### src/rtl/rst_seq_ctrl_if.sv
// Status/control bundle of the reset sequencer: lock and soft-reset in, staged resets and status out.
// The slave modport is the sequencer; the master modport is whoever drives lock/soft-reset and reads status.
interface rst_seq_ctrl_if #(
  parameter int NUM_STAGES = 3
);
  logic                  pll_locked_i;
  logic                  soft_rst_i;
  logic [NUM_STAGES-1:0] rst_n_o;
  logic                  rst_done_o;
  logic [1:0]            state_o;

  modport master (
    output pll_locked_i, soft_rst_i,
    input  rst_n_o, rst_done_o, state_o
  );

  modport slave (
    input  pll_locked_i, soft_rst_i,
    output rst_n_o, rst_done_o, state_o
  );
endinterface

### src/rtl/rst_seq_ctrl.sv
// Reset sequencer: waits for stable PLL lock, then releases stage resets in order with a fixed gap.
// Lock rise to stage 0: 2 sync + LOCK_STABLE_CYC edges; abort (lock loss/soft reset) clears all; no backpressure.
module rst_seq_ctrl #(
  parameter int NUM_STAGES      = 3,
  parameter int LOCK_STABLE_CYC = 1024,
  parameter int STAGE_GAP_CYC   = 16,
  parameter int CNT_W           = 16
) (
  input  logic          clk_i,
  input  logic          rst_n_i,
  rst_seq_ctrl_if.slave bus
);

  localparam int IDX_W   = $clog2(NUM_STAGES + 1);
  localparam int MAX_CNT = ((LOCK_STABLE_CYC > STAGE_GAP_CYC) ? LOCK_STABLE_CYC : STAGE_GAP_CYC) - 1;

  if (NUM_STAGES < 1) begin : g_err_stages
    $error("rst_seq_ctrl: NUM_STAGES must be >= 1");
  end
  if (LOCK_STABLE_CYC < 1) begin : g_err_lock
    $error("rst_seq_ctrl: LOCK_STABLE_CYC must be >= 1");
  end
  if (STAGE_GAP_CYC < 1) begin : g_err_gap
    $error("rst_seq_ctrl: STAGE_GAP_CYC must be >= 1");
  end
  if ((CNT_W < 1) || ((CNT_W < 31) && (MAX_CNT >= (1 << CNT_W)))) begin : g_err_cnt
    $error("rst_seq_ctrl: CNT_W too small for the programmed counts");
  end

  typedef enum logic [1:0] {
    S_WAIT_LOCK = 2'd0,
    S_RELEASE   = 2'd1,
    S_DONE      = 2'd2
  } state_t;

  logic                  r_lock_meta;
  logic                  r_lock_s;
  state_t                r_state;
  logic [CNT_W-1:0]      r_cnt;
  logic [IDX_W-1:0]      r_idx;
  logic [NUM_STAGES-1:0] r_rst_n;
  logic                  r_done;

  logic                  w_abort;
  logic [NUM_STAGES-1:0] w_rel_next;

  assign w_abort    = !r_lock_s || bus.soft_rst_i;
  // Releases are strictly in order, so releasing the next stage is a shift-in of a 1.
  assign w_rel_next = NUM_STAGES'({r_rst_n, 1'b1});

  always_ff @(posedge clk_i or negedge rst_n_i) begin
    if (!rst_n_i) begin
      r_lock_meta <= 1'b0;
      r_lock_s    <= 1'b0;
      r_state     <= S_WAIT_LOCK;
      r_cnt       <= '0;
      r_idx       <= '0;
      r_rst_n     <= '0;
      r_done      <= 1'b0;
    end else begin
      r_lock_meta <= bus.pll_locked_i;
      r_lock_s    <= r_lock_meta;
      if (w_abort) begin
        r_state <= S_WAIT_LOCK;
        r_cnt   <= '0;
        r_idx   <= '0;
        r_rst_n <= '0;
        r_done  <= 1'b0;
      end else begin
        case (r_state)
          S_WAIT_LOCK: begin
            if (r_cnt == CNT_W'(LOCK_STABLE_CYC - 1)) begin
              r_rst_n <= w_rel_next;
              r_cnt   <= '0;
              r_idx   <= IDX_W'(1);
              if (NUM_STAGES == 1) begin
                r_done  <= 1'b1;
                r_state <= S_DONE;
              end else begin
                r_state <= S_RELEASE;
              end
            end else begin
              r_cnt <= r_cnt + 1'b1;
            end
          end
          S_RELEASE: begin
            if (r_cnt == CNT_W'(STAGE_GAP_CYC - 1)) begin
              r_rst_n <= w_rel_next;
              r_cnt   <= '0;
              r_idx   <= r_idx + 1'b1;
              if (r_idx == IDX_W'(NUM_STAGES - 1)) begin
                r_done  <= 1'b1;
                r_state <= S_DONE;
              end
            end else begin
              r_cnt <= r_cnt + 1'b1;
            end
          end
          S_DONE: begin
            r_cnt <= '0;
          end
          default: begin
            r_state <= S_WAIT_LOCK;
            r_cnt   <= '0;
            r_idx   <= '0;
            r_rst_n <= '0;
            r_done  <= 1'b0;
          end
        endcase
      end
    end
  end

  assign bus.rst_n_o    = r_rst_n;
  assign bus.rst_done_o = r_done;
  assign bus.state_o    = r_state;

endmodule

### src/flat_wrapper.sv
// flat-port wrapper written by rule: the top's interface ports become plain ports
module rst_seq_ctrl_flat 
#(
  parameter int NUM_STAGES      = 3,
  parameter int LOCK_STABLE_CYC = 1024,
  parameter int STAGE_GAP_CYC   = 16,
  parameter int CNT_W           = 16
)
  (clk_i, rst_n_i, bus_pll_locked_i, bus_soft_rst_i, bus_rst_n_o, bus_rst_done_o, bus_state_o);
  rst_seq_ctrl_if #(.NUM_STAGES(NUM_STAGES)) bus_i ();
  input  logic clk_i;
  input  logic rst_n_i;
  input wire logic [$bits(bus_i.pll_locked_i)-1:0] bus_pll_locked_i;
  input wire logic [$bits(bus_i.soft_rst_i)-1:0] bus_soft_rst_i;
  output wire logic [$bits(bus_i.rst_n_o)-1:0] bus_rst_n_o;
  output wire logic [$bits(bus_i.rst_done_o)-1:0] bus_rst_done_o;
  output wire logic [$bits(bus_i.state_o)-1:0] bus_state_o;
  assign bus_i.pll_locked_i = bus_pll_locked_i;
  assign bus_i.soft_rst_i = bus_soft_rst_i;
  assign bus_rst_n_o = bus_i.rst_n_o;
  assign bus_rst_done_o = bus_i.rst_done_o;
  assign bus_state_o = bus_i.state_o;
  rst_seq_ctrl #(.NUM_STAGES(NUM_STAGES), .LOCK_STABLE_CYC(LOCK_STABLE_CYC), .STAGE_GAP_CYC(STAGE_GAP_CYC), .CNT_W(CNT_W)) u_core (.clk_i(clk_i), .rst_n_i(rst_n_i), .bus(bus_i));
endmodule
### config.mk
export PLATFORM = sky130hd
export DESIGN_NAME = rst_seq_ctrl_flat
export DESIGN_NICKNAME = d
export VERILOG_FILES = /design/src/rtl/rst_seq_ctrl_if.sv /design/src/rtl/rst_seq_ctrl.sv /design/src/flat_wrapper.sv
export SDC_FILE = /design/constraint.sdc
export NUM_CORES = 1
export LEC_CHECK = 0
export ABC_AREA = 1
export BUFFER_PORTS_ARGS = -buffer_cell sky130_fd_sc_hd__buf_2
export CAP_MARGIN = 20
export CORE_MARGIN = 10
export CORE_UTILIZATION = 55
export DETAILED_ROUTE_END_ITERATION = 7
export PLACE_DENSITY_LB_ADDON = 0.3
export SLEW_MARGIN = 20
export SYNTH_ARGS = -nofsm -noshare
export SYNTH_HDL_FRONTEND = slang
export SYNTH_SLANG_ARGS = --single-unit
### constraint.sdc
create_clock -name clk_i -period 2.2 [get_ports clk_i]
set_input_delay 0.22 -clock clk_i [delete_from_list [all_inputs] [get_ports clk_i]]
set_output_delay 0.22 -clock clk_i [all_outputs]
set_load 0.01 [all_outputs]
==> results of run 1 <==
[layout make-up]
cell class	count	share of cell area, %
well taps	30	2.42
repair buffers	11	4.19
inverters	19	4.60
flip-flops and latches	26	41.9
clock buffers	3	1.45
multi-input cells	135	43.5
clock inverters	1	1.94
[how the worst max path moves through the flow]
stage          cells after the start               endpoint             from
4_1_cts                           10  u_core.bus.rst_n_o[2]  u_core.r_cnt[0]
5_1_grt                           10  u_core.bus.rst_n_o[2]  u_core.r_cnt[0]
3_5_place_dp                      10  u_core.bus.rst_n_o[2]  u_core.r_cnt[0]
3_3_place_gp                      10        u_core.r_idx[0]  u_core.r_cnt[0]
6_report                          10       u_core.r_cnt[13]  u_core.r_cnt[0]
2_1_floorplan                     11       u_core.r_cnt[10]  u_core.r_cnt[0]
[where the power goes]
group          switching [uW]  internal [uW]  leakage, uW  total [uW]
registers                2.45            483     0.000357         485
logic                    26.9           10.9     0.000407        37.8
clock network             143            184    0.0000279         327
[metrics by stage]
stage	utilization (%)	instance area (sq um)	instances
2_1_floorplan	-	1420	182
3_3_place_gp	59.7	1480	219
3_5_place_dp	59.7	1480	219
4_1_cts	62.6	1550	225
5_1_grt	62.6	1550	225
6_report	62.6	1550	225
[sequential cells by signal, summed over array words and instances, names as in the netlist]
signal                 flops
u_core.bus.rst_done_o      1
u_core.r_cnt              16
u_core.r_lock_s            1
u_core.r_lock_meta         1
u_core.bus.rst_n_o         3
u_core.r_idx               2
u_core.bus.state_o         2
[metal layers]
layer  routed length, microns  track usage, %  vias to the layer above
li1                         -               -                      590
met2                     1350            20.1                       19
met3                      112            2.93                        8
met1                     1280            13.4                      533
met4                       54            3.44                        0
met5                        0               0                        -
[worst min-delay path, stage by stage]
cell and delay, ns:
buf_2 0.10, nor2_4 0.06, nand4_1 0.10, nand2_1 0.05
[timing repair]
item / CTS / global route
hold buffers: 2 / 0
hold endpoints to repair: 27 / 0
setup endpoints to repair: 0 / 0
buffers inserted: 0 / 0
[synthesized netlist by cell type, drive strengths merged, types with 2 or more instances]
cell type and count:
o211ai 2, nand4 2, xnor2 2, dfrtp 26
ha 2, nand2 50, xor2 9, buf 2
inv 19, nand3 14, nor2 47
[cell families (layout without fill, tap and decap cells)]
group	Yosys count	count (layout)	share of synthesized area, %
AOI/OAI and AO/OA	6	6	2.74
adders and majority gates	2	2	1.77
and+or+nand+nor	116	116	36.3
DFF	26	26	46.0
xor gates and xnor gates	11	11	6.81
buffers and inverters	21	34	6.37
==> metrics, run 1 <==
status=complete, no violations; worst vdd ir=0.000455 V; max cap viols=0; P_leak=0.000792 uW; worst hold path cell count=4; Slew @ Worst Pin=about 0.57 ns; Die Ht=between 70 and 80 microns; gr usage total=a little under an eighth; worst reg2reg setup slack=0.64 ns; Critical Path AT=1.78 ns; setup TNS=0 ns; vias in the first global route=1,191; Critical Path RT=2.43 ns; via count=about 1,200; Synth warnings=0; final number of hold-violating endpoints=0; Setup WS pre-CTS=between 0.6 and 0.7 ns; CP dominant cell by count=nand2_2; routed vias/inst=5.11; Final Skew=0.00351 ns; pin count of the biggest net entering global routing=27; worst hold path class=input port to flop; Starting Density=a little under three fifths; main area contributors after synthesis=dfrtp_1 46%, nor2_1 12%, nand2_1 11%; CTS Sinks=26; clock transition at the registers of the reported paths=~0.14 ns; # IOs=10; DIE WIDTH=70.7 microns; first-pass GRT wire length=5.00 mm; min cycle time layout=between 1.5 and 2 ns; critical path startpoint category=flop; initial DRC count=56; Top FF cell, synth=dfrtp_1; Worst-Skew Late Latency=between 0.3 and 0.4 ns; commonest non-fill, non-tap cells in the layout=44 x nor2_1, 42 x nand2_1, 26 x dfrtp_1; total wire length=between 2 and 3 mm; Reg2Reg Launch Point=u_core.r_cnt[0]; initial antenna violation count=0; CP max stage cell=dfrtp_1; async set or reset register ratio after synthesis=100%; Synth area leader=dfrtp_1; part of the Yosys area used for sequential elements=between 40% and 50%; Filler Cells Inserted=about 230; Layout area overhead=9.64%; CTS tree=built; reg2reg path depth=10; Syn Nets=approximately 190; register area=approximately 650 sq um; WL per Instance=~12 microns; flops & latches, synth=26; RR Endpoint=u_core.r_cnt[13]; Post-Syn Instances=around 180; Max Freq=~0.64 GHz; DR DRC count=0; final net count=approximately 200; CTS HTree Levels=1; area of the multi-input gates=between 600 and 700 sq um; Final GP Congestion=between 0.9 and 1; Synth top area share=46.0%; total core area=about 2500 sq um; CP Capture Type=flop; PostCTS Resize Cnt=0; Final Worst Setup Slack=about 0.64 ns; CP Cell Sequence=ha_1, nand3_2, inv_2, nand2_4, inv_2, nand2_2, nand2_2, nand2_2, nand2_4, nor2_1; CP top delay family=simple AND/OR/NAND/NOR gates; Die ar.=5000 sq um; row count=18; worst hold margin=approximately 0.23 ns; Inserted Diodes=0; Syn Std Cell Area=around 1400 sq um; Hold Path End=u_core.bus.rst_n_o[0]; Pwr Density=between 500 and 600 nW/um^2; crit-path max cell delay=around 0.4 ns; Detail Route Antenna Nets=0; hpwl dp=~2.1 mm; Tot Pwr=approximately 850 uW; Slew Limit Fails=0; Netlist cell types=25; clk root buf=clkbuf_4; RSZ-0062 raised after global routing=false; number of buffers and inverters on the critical path=2; Rel. slew slack=between 60% and 70%; # setup viols final=0; number of synthesized flops with an enable pin=0; WS Path Type=flop to flop; most common cell after layout, fill and taps aside=nor2_1; worst-path maximum fanout=14; hold wc startpoint=bus_soft_rst_i; Synth Area per Inst=just under 8 sq um; CTS Buf Count=3; GRT overflow=0; period utilization=70.7%; share of cells above drive strength 1=between 10% and 20%; IO Port Bufs=9; deepest clock path buffer count=2; drt pass-1 iters=4
Power figures use the tool's default switching activity.
==> run 2: changes to the inputs <==
==> constraint.sdc (replaced) <==
create_clock -name clk_i -period 1.62 [get_ports clk_i]
set_input_delay 0.162 -clock clk_i [delete_from_list [all_inputs] [get_ports clk_i]]
set_output_delay 0.162 -clock clk_i [all_outputs]
set_load 0.01 [all_outputs]
==> run 2 against run 1 <==
Register-to-register slack lost 0.52 ns. Highest routed layer unchanged. Routed wire length grew 0.54%. Critical path depth is the same. First-iteration DRC count grew 41%. Sequential share of layout area shrank 0.39 points. Via count grew 2.6%. Die area is the same. Global-route usage grew 0.20 points. Flip-flop and latch count is the same. Count of clock-buffer cells in the layout grew 1. Non-clock buffer count grew 2.
==> metrics, run 2 (synthesis gave the netlist of run 1 again) <==
number of buffers and inverters on the critical path=2 (unchanged); crit-path max cell delay=0.40 ns (about the same); clk root buf=clkbuf_4; drt pass-1 iters=4 (unchanged); Top reg by flops=u_core.r_cnt; hpwl dp=2.12 mm (+2.3%); RSZ-0062 raised after global routing=true; routed vias/inst=5.20 (+1.7%); area of the multi-input gates=689 sq um (+2.2%); # IOs=10 (unchanged); Critical Path RT=1.84 ns (-0.59 ns); P_leak=0.000790 uW (-0.24%); CTS HTree Levels=1 (unchanged); Critical Path AT=1.71 ns (-0.07 ns); final number of hold-violating endpoints=0 (unchanged); WL per Instance=12.4 microns (-0.35%); dpl cell area=1480 sq um (unchanged); share of cells above drive strength 1=16.2% (+2.4 points); CP Cell Sequence=ha_2, nand3_4, inv_4, nand2_4, inv_2, nand3_1, nand2_2, nand2_2, nand2_1, nand2_1; worst-path maximum fanout=5 (-9); CP top delay family=simple AND/OR/NAND/NOR gates; final net count=204 (+0.99%); pin count of the biggest net entering global routing=27 (unchanged); Die ar.=5000 sq um (unchanged); first-pass GRT wire length=5.09 mm (+1.7%); Die Ht=70.7 microns (unchanged); IO Port Bufs=9 (unchanged); post-route design area=1570 sq um (+1.1%); Inserted Diodes=0 (unchanged); DR DRC count=0 (unchanged); CP max stage cell=dfrtp_1; CTS Buf Count=3 (unchanged); WS Path Type=flop to flop; commonest non-fill, non-tap cells in the layout=44 x nor2_1, 42 x nand2_1, 25 x dfrtp_1; initial DRC count=79 (+41%); DIE WIDTH=70.7 microns (unchanged); CP Capture Type=flop; period utilization=92.1% (+21 points); critical path startpoint category=flop; CTS Sinks=26 (unchanged); Worst-Skew Late Latency=0.32 ns (about the same); via count=1,180 (+2.6%); min cycle time layout=1.49 ns (-0.0637 ns); deepest clock path buffer count=2 (unchanged); Filler Cells Inserted=223 (-1.8%); gr usage total=11.7% (+0.20 points); Slew Limit Fails=0 (unchanged); Max Freq=0.670 GHz (+4.3%); CTS tree=built; vias in the first global route=1,178 (-1.1%); Detail Route Antenna Nets=0 (unchanged); Starting Density=57.1% (unchanged); register area=652 sq um (+0.19%); Placed Cells=219 (unchanged); total core area=2480 sq um (unchanged); status=complete, no violations; Pwr Density=665 nW/um^2 (+21%); Rel. slew slack=62.7% (+0.83 points); clock transition at the registers of the reported paths=0.13 ns (about the same); initial antenna violation count=0 (unchanged); Layout area overhead=10.9%; most common cell after layout, fill and taps aside=nor2_1; Final Skew=0.00995 ns (+0.00644 ns); # setup viols final=0 (unchanged); row count=18 (unchanged); GRT overflow=0 (unchanged); non-filler cells, final=227 (+0.89%); Final GP Congestion=0.928 (unchanged); Slew @ Worst Pin=0.560 ns (-0.0125 ns); total wire length=2.81 mm (+0.54%); max cap viols=0 (unchanged); max reg flops=16 (unchanged); worst hold path class=input port to flop; worst vdd ir=0.000607 V (+33%)
run 2: report_power, final:
| group | internal (uW) | switching, uW |
|---|---|---|
| clock network | 137 | 191 |
| logic | 18.0 | 38.1 |
| registers | 656 | 3.41 |
| total | 811 | 233 |
run 2: area by class of cell:
class                   count  area share, %
multi-input cells         135           43.9
flip-flops and latches     26           41.5
repair buffers             13           5.10
well taps                  30           2.39
inverters                  19           4.70
clock buffers               4           2.31
run 2: routing by layer:
layer  GRT usage, %  wire (microns)
met5              0               0
met2           19.2            1360
met4           4.52              55
met3           3.21             105
met1           14.2            1290
run 2: final timing paths:
check / startpoint / to / cells after the start / slack, ns
worst min-delay path: bus_soft_rst_i / u_core.bus.rst_n_o[0] / 4 / 0.18
min in group asynchronous: rst_n_i / u_core.r_cnt[12] / 2 / 0.34
worst max-delay path: u_core.r_cnt[0] / u_core.bus.rst_n_o[2] / 10 / 0.13
max in group asynchronous: rst_n_i / u_core.r_cnt[2] / 2 / 0.89
worst max register to register: u_core.r_cnt[0] / u_core.bus.rst_n_o[2] / 10 / 0.13
worst min register to register: u_core.r_lock_meta / u_core.r_lock_s / 0 / 0.37
run 2: worst reg2reg max path, delay by kind of cell (launching register included):
kind                       cells  cell delay, ns
DFF                            1            0.40
and+or+nand+nor                7            0.60
buffers and inverters          2            0.17
adders and majority gates      1            0.24
run 2: through the flow:
stage	hold slack [ns]	setup WS (ns)	power, uW	utilization [%]	TNS (ns)
after floorplan	-0.134	0.203	699	-	0
after global placement	0.182	0.167	717	59.7	0
after detailed placement	0.189	0.0841	720	59.7	0
after CTS	0.170	0.0581	1050	62.0	0
after global routing	0.194	-0.0118	1080	63.3	-0.0129
final	0.183	0.127	1040	63.3	0
run 2: what timing repair did:
item / in CTS / in global routing
setup endpoints to repair: 0 / 19
resized for setup: 0 / 5
hold buffers: 2 / 0
setup buffers: 0 / 2
endpoints found under the hold margin: 27 / 0
